--- src/rtl/mem_port_arbiter.sv ---
// Arbitrates fetch and load/store ports onto one single-port fixed-latency memory.
// Optional ARB_STARVE_GUARD_EN lets a waiting fetch win after STARVE_MAX data grants.
module mem_port_arbiter #(
    parameter int ADDR_W     = 32,
    parameter int DATA_W     = 32,
    parameter int MEM_LAT    = 1,
    parameter int STARVE_MAX = 4
) (
    input  logic              clk,
    input  logic              rst,
    input  logic              if_req,
    input  logic [ADDR_W-1:0] if_addr,
    output logic              if_gnt,
    output logic              if_rvalid,
    output logic [DATA_W-1:0] if_rdata,
    input  logic              d_req,
    input  logic              d_we,
    input  logic [2:0]        d_access,
    input  logic [ADDR_W-1:0] d_addr,
    input  logic [DATA_W-1:0] d_wdata,
    output logic              d_gnt,
    output logic              d_rvalid,
    output logic [DATA_W-1:0] d_rdata,
    output logic              mem_req,
    output logic              mem_we,
    output logic [2:0]        mem_access,
    output logic [ADDR_W-1:0] mem_addr,
    output logic [DATA_W-1:0] mem_wdata,
    input  logic [DATA_W-1:0] mem_rdata,
    output logic              busy
);
    localparam int LAT_W = $clog2(MEM_LAT + 1);

    generate
        if (MEM_LAT < 1) begin : g_lat_chk
            $error("mem_port_arbiter: MEM_LAT must be >= 1");
        end
        if (STARVE_MAX < 1) begin : g_starve_chk
            $error("mem_port_arbiter: STARVE_MAX must be >= 1");
        end
    endgenerate

    typedef enum logic [1:0] {IDLE, BUSY, RESP} state_t;

    state_t           state, state_nx;
    logic [LAT_W-1:0] lat_cnt;
    logic             own_d;
    logic             we_q;
    logic             fetch_wins;
    logic             last_cyc;

    assign last_cyc = (lat_cnt == LAT_W'(MEM_LAT - 1));

`ifdef ARB_STARVE_GUARD_EN
    localparam int SC_W = $clog2(STARVE_MAX + 1);
    logic [SC_W-1:0] starve_cnt;

    always_ff @(posedge clk or negedge rst) begin
        if (!rst)
            starve_cnt <= '0;
        else if (if_gnt || (state == IDLE && !if_req))
            starve_cnt <= '0;
        else if (d_gnt && if_req && starve_cnt != SC_W'(STARVE_MAX))
            starve_cnt <= starve_cnt + 1'b1;
    end

    assign fetch_wins = if_req && (!d_req || starve_cnt == SC_W'(STARVE_MAX));
`else
    assign fetch_wins = if_req && !d_req;
`endif

    // Grants are held off while reset is asserted so every output reads 0.
    always_comb begin
        state_nx = state;
        if_gnt   = 1'b0;
        d_gnt    = 1'b0;
        case (state)
            IDLE: if (rst && (if_req || d_req)) begin
                state_nx = BUSY;
                if_gnt   = fetch_wins;
                d_gnt    = !fetch_wins;
            end
            BUSY:    if (last_cyc) state_nx = RESP;
            RESP:    state_nx = IDLE;
            default: state_nx = IDLE;
        endcase
    end

    always_ff @(posedge clk or negedge rst) begin
        if (!rst) begin
            state      <= IDLE;
            lat_cnt    <= '0;
            own_d      <= 1'b0;
            we_q       <= 1'b0;
            mem_access <= '0;
            mem_addr   <= '0;
            mem_wdata  <= '0;
            if_rdata   <= '0;
            d_rdata    <= '0;
        end else begin
            state <= state_nx;
            if (state == BUSY)
                lat_cnt <= last_cyc ? '0 : lat_cnt + 1'b1;
            if (if_gnt) begin
                own_d      <= 1'b0;
                we_q       <= 1'b0;
                mem_access <= 3'b010;
                mem_addr   <= if_addr;
                mem_wdata  <= '0;
            end else if (d_gnt) begin
                own_d      <= 1'b1;
                we_q       <= d_we;
                mem_access <= d_access;
                mem_addr   <= d_addr;
                mem_wdata  <= d_wdata;
            end
            // Read data is only valid on the final BUSY cycle; stores return 0.
            if (state == BUSY && last_cyc) begin
                if (!own_d)
                    if_rdata <= mem_rdata;
                else
                    d_rdata <= we_q ? '0 : mem_rdata;
            end
        end
    end

    assign mem_req   = (state == BUSY);
    assign mem_we    = mem_req && we_q;
    assign busy      = (state != IDLE);
    assign if_rvalid = (state == RESP) && !own_d;
    assign d_rvalid  = (state == RESP) && own_d;

endmodule

--- config.mk ---
export PLATFORM = sky130hd
export DESIGN_NAME = mem_port_arbiter
export DESIGN_NICKNAME = d
export VERILOG_FILES = /design/src/rtl/mem_port_arbiter.sv
export SDC_FILE = /design/constraint.sdc
export NUM_CORES = 1
export LEC_CHECK = 0
export ABC_CLOCK_PERIOD_IN_PS = 1600
export BUFFER_PORTS_ARGS = -buffer_cell sky130_fd_sc_hd__buf_2
export CAP_MARGIN = 10
export CORE_MARGIN = 3
export CORE_UTILIZATION = 42
export CTS_CLUSTER_DIAMETER = 120
export DETAILED_ROUTE_END_ITERATION = 10
export GPL_ROUTABILITY_DRIVEN = 1
export PLACE_DENSITY_LB_ADDON = 0.08
export SETUP_SLACK_MARGIN = 0.02
export SYNTH_ARGS = -nofsm -noshare
export SYNTH_HDL_FRONTEND = slang
export SYNTH_SLANG_ARGS = --single-unit
--- constraint.sdc ---
create_clock -name clk -period 1.6 [get_ports clk]
set_clock_uncertainty 0.05 [all_clocks]
set_input_delay 0.16 -clock clk [delete_from_list [all_inputs] [get_ports clk]]
set_output_delay 0.16 -clock clk [all_outputs]
set_load 0.005 [all_outputs]
[Yosys cells after proc, flatten, opt, wreduce, memory -nomap -nowiden]
Cells that the tools add are included.
Cells by class
  add/sub/neg operators: 1
  eq/ne operators: 4
  muxes and demuxes: 19
  bitwise logic cells: 2
  reduce and logical (&&, ||, !) cells: 16
Operators by type and width (number)
  two-way mux 32 bit: 5
  two-way mux 1 bit: 9
  logical AND 1 bit: 6
  two-way mux 3 bit: 2
  AND reduction 2 bit: 3
  two-way mux 2 bit: 2
  inequality test 2 bit, second input constant: 2
  case mux 2 bit (2 select lines): 1
  nonzero test 2 bit: 2
  zero test 1 bit: 3
  == test 2 x 1 -> 1 bit, second input constant: 1
  == test 2 bit, second input constant: 1
  zero test 2 bit: 1
  NOT 1 bit: 2
  adder 1 bit, second input constant: 1
  logical OR 1 bit: 1
Storage, ports and cells
  bits in registers: 136
  bits of input ports: 136
  output and inout port bits: 138
  logic and storage cells: 51

[Logic depth before layout (Yosys ltp)]
Gate-level depths: netlist (run 1).
  depth in word-level cells: 7
  mapped depth: 5
  gate-level depth less buffers: 4

[Worst setup path before layout (run 1)]
Ideal clock, no wire load.
  path kind: register to register
  start: register state[1]
  end: register mem_addr[10]
  library setup time: 125 ps
  data arrival time: 1408 ps
  data required time: 1425 ps
  path slack: 17 ps
  stages on the path, launching flop included: 6
  buffers on the path: 1
  clock period less this slack: 1583 ps
  cells stage by stage: dfrtp_1 -> nor3b_2 -> o21ai_4 -> inv_6 -> buf_12 -> mux2_4
On the way
  longest elaborated chain between the ends: 3
  elaborated cells on any way between the ends: 5
  those cells by class: mux: 3; reduce/logical: 2
RTL lines
  start, declared: line 45  | state_t state, state_nx;
  start signal, assigned: line 101  | state <= state_nx;
  zero test 2 bit (*): line 77  | case (state)
  two-way mux 1 bit: line 77
  two-way mux 32 bit or nonzero test 2 bit (tied branches)
  end signal, assigned: line 108  | mem_addr <= if_addr;
  end signal, assigned: line 114  | mem_addr <= d_addr;
  end, declared: line 27  | output logic [ADDR_W-1:0] mem_addr,
Mark *: on every way between the ends. The rest lies on a longest branch, timed or not.
A chain may end at the register's enable or synchronous reset.

[Worst setup path after layout (run 1)]
  start: register state[0]
  end: register if_rdata[27]
On the way
  longest elaborated chain between the ends: 3
RTL lines
  == test 2 x 1 -> 1 bit: line 118  | if (state == BUSY && last_cyc) begin
  logical AND 1 bit: line 118
  AND reduction 2 bit (no line)
  end signal, assigned: line 120  | if_rdata <= mem_rdata;
  end, declared: line 15  | output logic [DATA_W-1:0] if_rdata,
Every way passes these cells.

==> flow_summary.json, run 1 <==
{
  "minimum_clock_period_ps": 1640,
  "die_y_um": 125,
  "gp_routability_congestion": 0.765,
  "crit_path_max_incr_delay_ps": 390,
  "leading_cell_type_in_the_layout_fill_and_taps_excluded": "sky130_fd_sc_hd__buf_2",
  "use_met3_pct": 7.98,
  "die_w_um": 125,
  "vias": 4513,
  "fmax_mhz": 611,
  "detail_route.wl_per_cell_um": 16.8,
  "cts.htree.levels": 4,
  "finalSetupViolCount": 35,
  "number_of_nets_in_the_layout": 902,
  "grt.overflow.total": 0,
  "post-route-worst-setup-slack_ps": -36.7,
  "synthToLayoutAreaGrowth_pct": 52.5,
  "critPathLaunchType": "register",
  "synth.top_cells.by_area": "sky130_fd_sc_hd__dfrtp_1, sky130_fd_sc_hd__mux2_4, sky130_fd_sc_hd__a22o_1, sky130_fd_sc_hd__nand2b_1, sky130_fd_sc_hd__o21ai_0",
  "post-route-period-util_pct": 102,
  "busiest_layer": "met2",
  "p_leak_nw": 4.73,
  "finalMaxSlewViolations": 0,
  "mappedNetlistNets": 543,
  "postRouteAntennaNets": 0,
  "io-pin-count": 274,
  "largest_net_degree_at_the_start_of_global_routing": 136,
  "worst_setup_hold_path_clk_slew_ps": 60,
  "worst-path-buf-inv": 2,
  "viasPerCell": 4.73,
  "cts.sink_count": 135,
  "placementRows": 42,
  "groute.usage.overall_pct": 20.4,
  "yosysTopAreaCell": "sky130_fd_sc_hd__dfrtp_1",
  "gr-usage-met1_pct": 24.7,
  "grt_util_met2_pct": 33.1,
  "wl_mm": 16.1,
  "numCtsBuffers": 17,
  "mapped_avg_cell_area_um2": 14.6,
  "starting_density_of_the_core_pct": 43.8,
  "numPortBuffers": 273,
  "regToRegStartpoint": "state[0]",
  "first_global_vias": 4865,
  "setup.reg_to_reg.worst_slack_ps": -40,
  "netlist-cell-type-count": 27,
  "antenna_cells_inserted": 0,
  "worst_hold_startpoint": "d_addr[27]",
  "failed_checks": "negative setup slack",
  "synth_seq_area_share_pct": 56.9,
  "post-route-cell-area_um2": 9060,
  "worst_r2r_path_depth": 5,
  "power.ir.vdd_worst_uv": 758,
  "clkLatencyLatePin_ps": 410,
  "clock_tree.root_cell": "sky130_fd_sc_hd__clkbuf_16",
  "clock_tree.buffer_depth": 2,
  "total_cell_area_at_the_placement_stage_um2": 7520,
  "run_status": "complete, but fails checks",
  "maxCapViolCount": 0,
  "end_kind": "register",
  "drc_errors": 0,
  "grt_antenna_before_repair": 0,
  "unrepaired_setup_endpoints_after_global_routing": "yes",
  "netlist_area_um2": 5940,
  "min-delay-path-class": "input port to register",
  "synth.top_cell.area_share_pct": 56.9,
  "dpl.hpwl_mm": 10.8,
  "crit-reg2reg-capture": "if_rdata[27]",
  "core-area_um2": 13600,
  "crit_path_top_delay_cell": "sky130_fd_sc_hd__dfrtp_1",
  "timing.critical_path.required_ps": 1840,
  "dr.first_iter.drc_count": 206,
  "count_of_mapped_cells_out_of_synthesis": 407,
  "cts_tree": "yes",
  "dr.pass1.iters": 4,
  "slew_headroom_pct": 52.4,
  "critical_path.max_fanout": 6,
  "hold_path_end": "mem_addr[27]",
  "yosys_warnings": 0,
  "worst-setup-path-type": "register to register",
  "final_layout_size_suffix_gt1_share_pct": 55.8,
  "most-common-layout-cells": "sky130_fd_sc_hd__buf_2, sky130_fd_sc_hd__dfrtp_1, sky130_fd_sc_hd__mux2_4",
  "timing.critical_path.cells": "buf_4 > nor2b_4 > and2b_4 > clkbuf_16 > mux2_4",
  "power_density_nw_per_um2": 1490,
  "worst-slew-pin-transition_ps": 713,
  "synth_seq_cells": 135,
  "grt_first_pass_wirelength_mm": 25.4,
  "worst_path_dominant_cell_family": "simple AND/OR/NAND/NOR gates",
  "critPathArrivalTime_ps": 1880,
  "holdPathStages": 3,
  "fp.dieArea_um2": 15600,
  "summed_negative_setup_slack_over_all_endpoints_ps": -651,
  "finalHoldViolations": 0
}
[area by class of cell]
type                    instances  area [um^2]
clock buffers                  19          443
clock inverters                13          201
fillers                      1008         4500
inverters                       3         16.3
multi-input cells             242         2360
flip-flops and latches        135         3380
well taps                     176          220
repair buffers                367         2440
[how the worst max path moves through the flow]
stage / slack (ps) / startpoint / endpoint / depth (start not counted)
final: -40 / state[0] / if_rdata[27] / 5
after global routing: -110 / state[0] / if_rdata[15] / 5
after CTS: -120 / state[1] / d_gnt / 4
after detailed placement: -20 / state[0] / if_rdata[1] / 5
after global placement: 40 / state[0] / if_rdata[1] / 5
after floorplan: 30 / state[0] / mem_addr[10] / 5
[timing repair]
item                                    in CTS  in global routing
hold endpoints to repair                   235                  0
pin swaps                                    2                  2
endpoints found under the setup margin      46                 69
hold buffers                                69                  0
setup buffers                                2                  3
resized for setup                            7                 15
gates cloned                                 0                  4
[worst min-delay path: cells and delay by family]
kind	cells	cell delay, ps
multiplexers	2	240
buffers and inverters	1	70
[routing by layer]
metal | wire length [um] | share of wire [%]
met3 | 1340 | 8.3
met1 | 6570 | 41
met4 | 367 | 2.3
met5 | 0 | 0
met2 | 7800 | 49
[cells in the mapped netlist, drive strengths merged]
cell type	instances
dfrtp	135
mux2	96
a22o	35
nand2b	33
o21ai	33
nand2	32
buf	15
clkbuf	12
inv	3
nor2b	3
and2	2
nor3b	2
a21o	1
a2bb2oi	1
and2b	1
and3b	1
nand3b	1
nor2	1
[state kept, by name, indices dropped and copies added, names as in the netlist]
| register | cells |
|---|---|
| d_rdata | 32 |
| if_rdata | 32 |
| mem_wdata | 32 |
| mem_addr | 32 |
| own_d | 1 |
| state | 2 |
| mem_access | 3 |
| we_q | 1 |
[report_power, final]
group	switching, W	internal [W]	total (W)
Sequential	0.000684	0.00462	0.00531
Combinational	0.00157	0.00242	0.00399
Clock	0.00142	0.00280	0.00421
Total	0.00368	0.00984	0.0135
[kinds of logic after synthesis]
| kind of cell | share of synthesized area (%) |
|---|---|
| AOI/OAI and AO/OA | 8.41 |
| buffers and inverters | 4.09 |
| DFF | 56.9 |
| muxes | 23.8 |
| and+or+nand+nor | 6.87 |
[per-stage QoR]
stage / worst slack (ps) / total power, W / utilization, % / hold WS, ps / instances
after floorplan: 27.3 / 0.00716 / - / -186 / 407
after global placement: 39.8 / 0.00900 / 55.4 / 291 / 845
final: -36.7 / 0.0135 / 66.8 / 52.1 / 955
after global routing: -107 / 0.0143 / 66.8 / 23.7 / 955
after CTS: -116 / 0.0136 / 65.6 / 27.8 / 948
after detailed placement: -22.2 / 0.00911 / 55.4 / 294 / 845
Note: power is estimated with default switching activity, not from simulation.
==> inputs of run 2 (changes only) <==
--- a/config.mk
+++ b/config.mk
@@ -9,7 +9,8 @@
 export BUFFER_PORTS_ARGS = -buffer_cell sky130_fd_sc_hd__buf_2
 export CAP_MARGIN = 10
 export CORE_MARGIN = 3
-export CORE_UTILIZATION = 42
+export CORE_UTILIZATION = 44
+export CTS_BUF_LIST = sky130_fd_sc_hd__clkbuf_2
 export CTS_CLUSTER_DIAMETER = 120
 export DETAILED_ROUTE_END_ITERATION = 10
 export GPL_ROUTABILITY_DRIVEN = 1
==> run 2 against run 1 <==
Net effect:
- power decreased by 14%
- largest power group unchanged
- via count increased by 10%
- critical path depth unchanged
- the flow still finishes with violations (negative setup slack)
- maximum frequency decreased by 15%
==> flow_summary.json, run 2 (synthesis results as in run 1) <==
{
  "run_status": "complete, but fails checks",
  "failed_checks": "negative setup slack",
  "place_inst": 842,
  "layoutNonFillerInstCount": 1027,
  "gp_routability_congestion": 0.774,
  "most-common-layout-cells": "sky130_fd_sc_hd__buf_2, sky130_fd_sc_hd__dfrtp_1, sky130_fd_sc_hd__dlygate4sd3_1",
  "detail_route.wl_per_cell_um": 17.3,
  "power_switching_w": 0.00359,
  "placementRows": 41,
  "internal_power_w": 0.00809,
  "end_kind": "output port",
  "worst_setup_hold_path_clk_slew_ps": 200,
  "seq_power_share_pct": 45.4,
  "dpl.hpwl_mm": 10.8,
  "p_leak_nw": 4.94,
  "power.ir.vdd_worst_uv": 606,
  "power_density_nw_per_um2": 1220,
  "clkLatencyLatePin_ps": 640,
  "post-route-period-util_pct": 120,
  "slew_headroom_pct": 53.9,
  "dr.pass1.iters": 4,
  "crit_path_max_incr_delay_ps": 460,
  "critPathArrivalTime_ps": 1720,
  "finalMaxSlewViolations": 0,
  "worst_path_most_repeated_cell": "sky130_fd_sc_hd__buf_6",
  "dr.first_iter.drc_count": 198,
  "fmax_mhz": 519,
  "postRouteAntennaNets": 0,
  "die_y_um": 122,
  "finalSetupViolCount": 53,
  "critPathLaunchType": "register",
  "maxCapViolCount": 0,
  "largest_net_degree_at_the_start_of_global_routing": 136,
  "core-area_um2": 12900,
  "grt.overflow.total": 0,
  "groute.usage.overall_pct": 22.8,
  "wl_mm": 17.8,
  "viasPerCell": 4.85,
  "grt_antenna_before_repair": 2,
  "numPortBuffers": 273,
  "vias": 4980,
  "numCtsBuffers": 17,
  "clock_tree.buffer_depth": 2,
  "clock_tree.root_cell": "sky130_fd_sc_hd__clkbuf_2",
  "unrepaired_setup_endpoints_after_global_routing": "yes",
  "hold-worst-slack_ps": 158,
  "io-pin-count": 274,
  "min-delay-path-class": "input port to asynchronous set/reset pin",
  "synthToLayoutAreaGrowth_pct": 60.7,
  "minimum_clock_period_ps": 1930,
  "critical_path.max_fanout": 2,
  "fp.dieArea_um2": 14900,
  "worst-setup-path-type": "register to output port",
  "cts.htree.levels": 4,
  "post-route-worst-setup-slack_ps": -326,
  "drc_errors": 0,
  "cts_tree": "yes",
  "cp-startpoint": "state[0]",
  "timing.critical_path.cells": "buf_6 > nor2b_4 > buf_6 > and2_4 > buf_6",
  "die_w_um": 122,
  "net_switching_share_of_the_total_power_pct": 30.7,
  "cts.sink_count": 135,
  "first_global_vias": 5319,
  "timing.critical_path.required_ps": 1390,
  "regToRegStartpoint": "state[0]",
  "grt_first_pass_wirelength_mm": 26.6,
  "worst-path-buf-inv": 3,
  "leading_cell_type_in_the_layout_fill_and_taps_excluded": "sky130_fd_sc_hd__buf_2",
  "finalHoldViolations": 0,
  "power.combinational.fraction_pct": 36.6,
  "worst-slew-pin-transition_ps": 692,
  "crit_path_top_delay_cell": "sky130_fd_sc_hd__dfrtp_1",
  "number_of_nets_in_the_layout": 977,
  "worst_path_dominant_cell_family": "flip-flops",
  "starting_density_of_the_core_pct": 45.9,
  "final_layout_size_suffix_gt1_share_pct": 52.1,
  "clock_power_share_pct": 17.9
}
## run 2: layout make-up
class	count	area (um^2)
fillers	880	3380
flip-flops and latches	135	3380
repair buffers	442	3310
multi-input cells	242	2380
well taps	172	215
clock inverters	14	159
clock buffers	17	85.1
inverters	3	16.3
diodes	2	5.00
## run 2: worst paths after layout
kind	to	slack, ps	cells after the start
worst max-delay path	mem_we	-330	5
worst min-delay path	mem_addr[14]	160	3
worst max register to register	mem_addr[10]	-100	7
worst min register to register	d_rdata[17]	460	2
max in group asynchronous	if_rdata[14]	850	3
min in group clk	mem_wdata[5]	200	3
## run 2: layer usage
metal / vias to the layer above / track usage, % / part of all wire (%)
met5: - / 0 / 0.073
met4: 2 / 7.63 / 2.1
met3: 29 / 6.69 / 6.9
met2: 195 / 39.8 / 52
met1: 2444 / 27.1 / 39
li1: 2310 / - / -
## run 2: worst register-to-register path, delay by kind of cell (launching register included)
family          cells  cell delay, ps
simple gates        1             210
buf+inv             4             540
mux                 1             300
compound gates      1              70
flops               1             460
## run 2: power by group through the flow
stage	registers (W)	logic [W]	clock network, W
2_1_floorplan	0.00539	0.00176	0
3_3_place_gp	0.00531	0.00370	0
3_5_place_dp	0.00533	0.00378	0
4_1_cts	0.00529	0.00416	0.00215
5_1_grt	0.00546	0.00466	0.00229
6_report	0.00530	0.00428	0.00210
## run 2: what timing repair did
action,CTS,global route
endpoints found under the setup margin,17,104
hold endpoints to repair,268,0
cloned,2,6
hold buffers,135,0
setup buffers,6,3
gates resized for setup,17,18
pin swaps,4,1
## run 2: through the flow
stage	cell area [um^2]	setup WS (ps)	utilization (%)	TNS [ps]	total power (W)
2_1_floorplan	5940	27.3	-	0	0.00716
3_3_place_gp	7540	72.7	58.4	0	0.00901
3_5_place_dp	7540	30.0	58.4	0	0.00910
4_1_cts	9310	-387	72.0	-4670	0.0116
5_1_grt	9540	-445	73.8	-8630	0.0124
6_report	9540	-326	73.8	-4510	0.0117
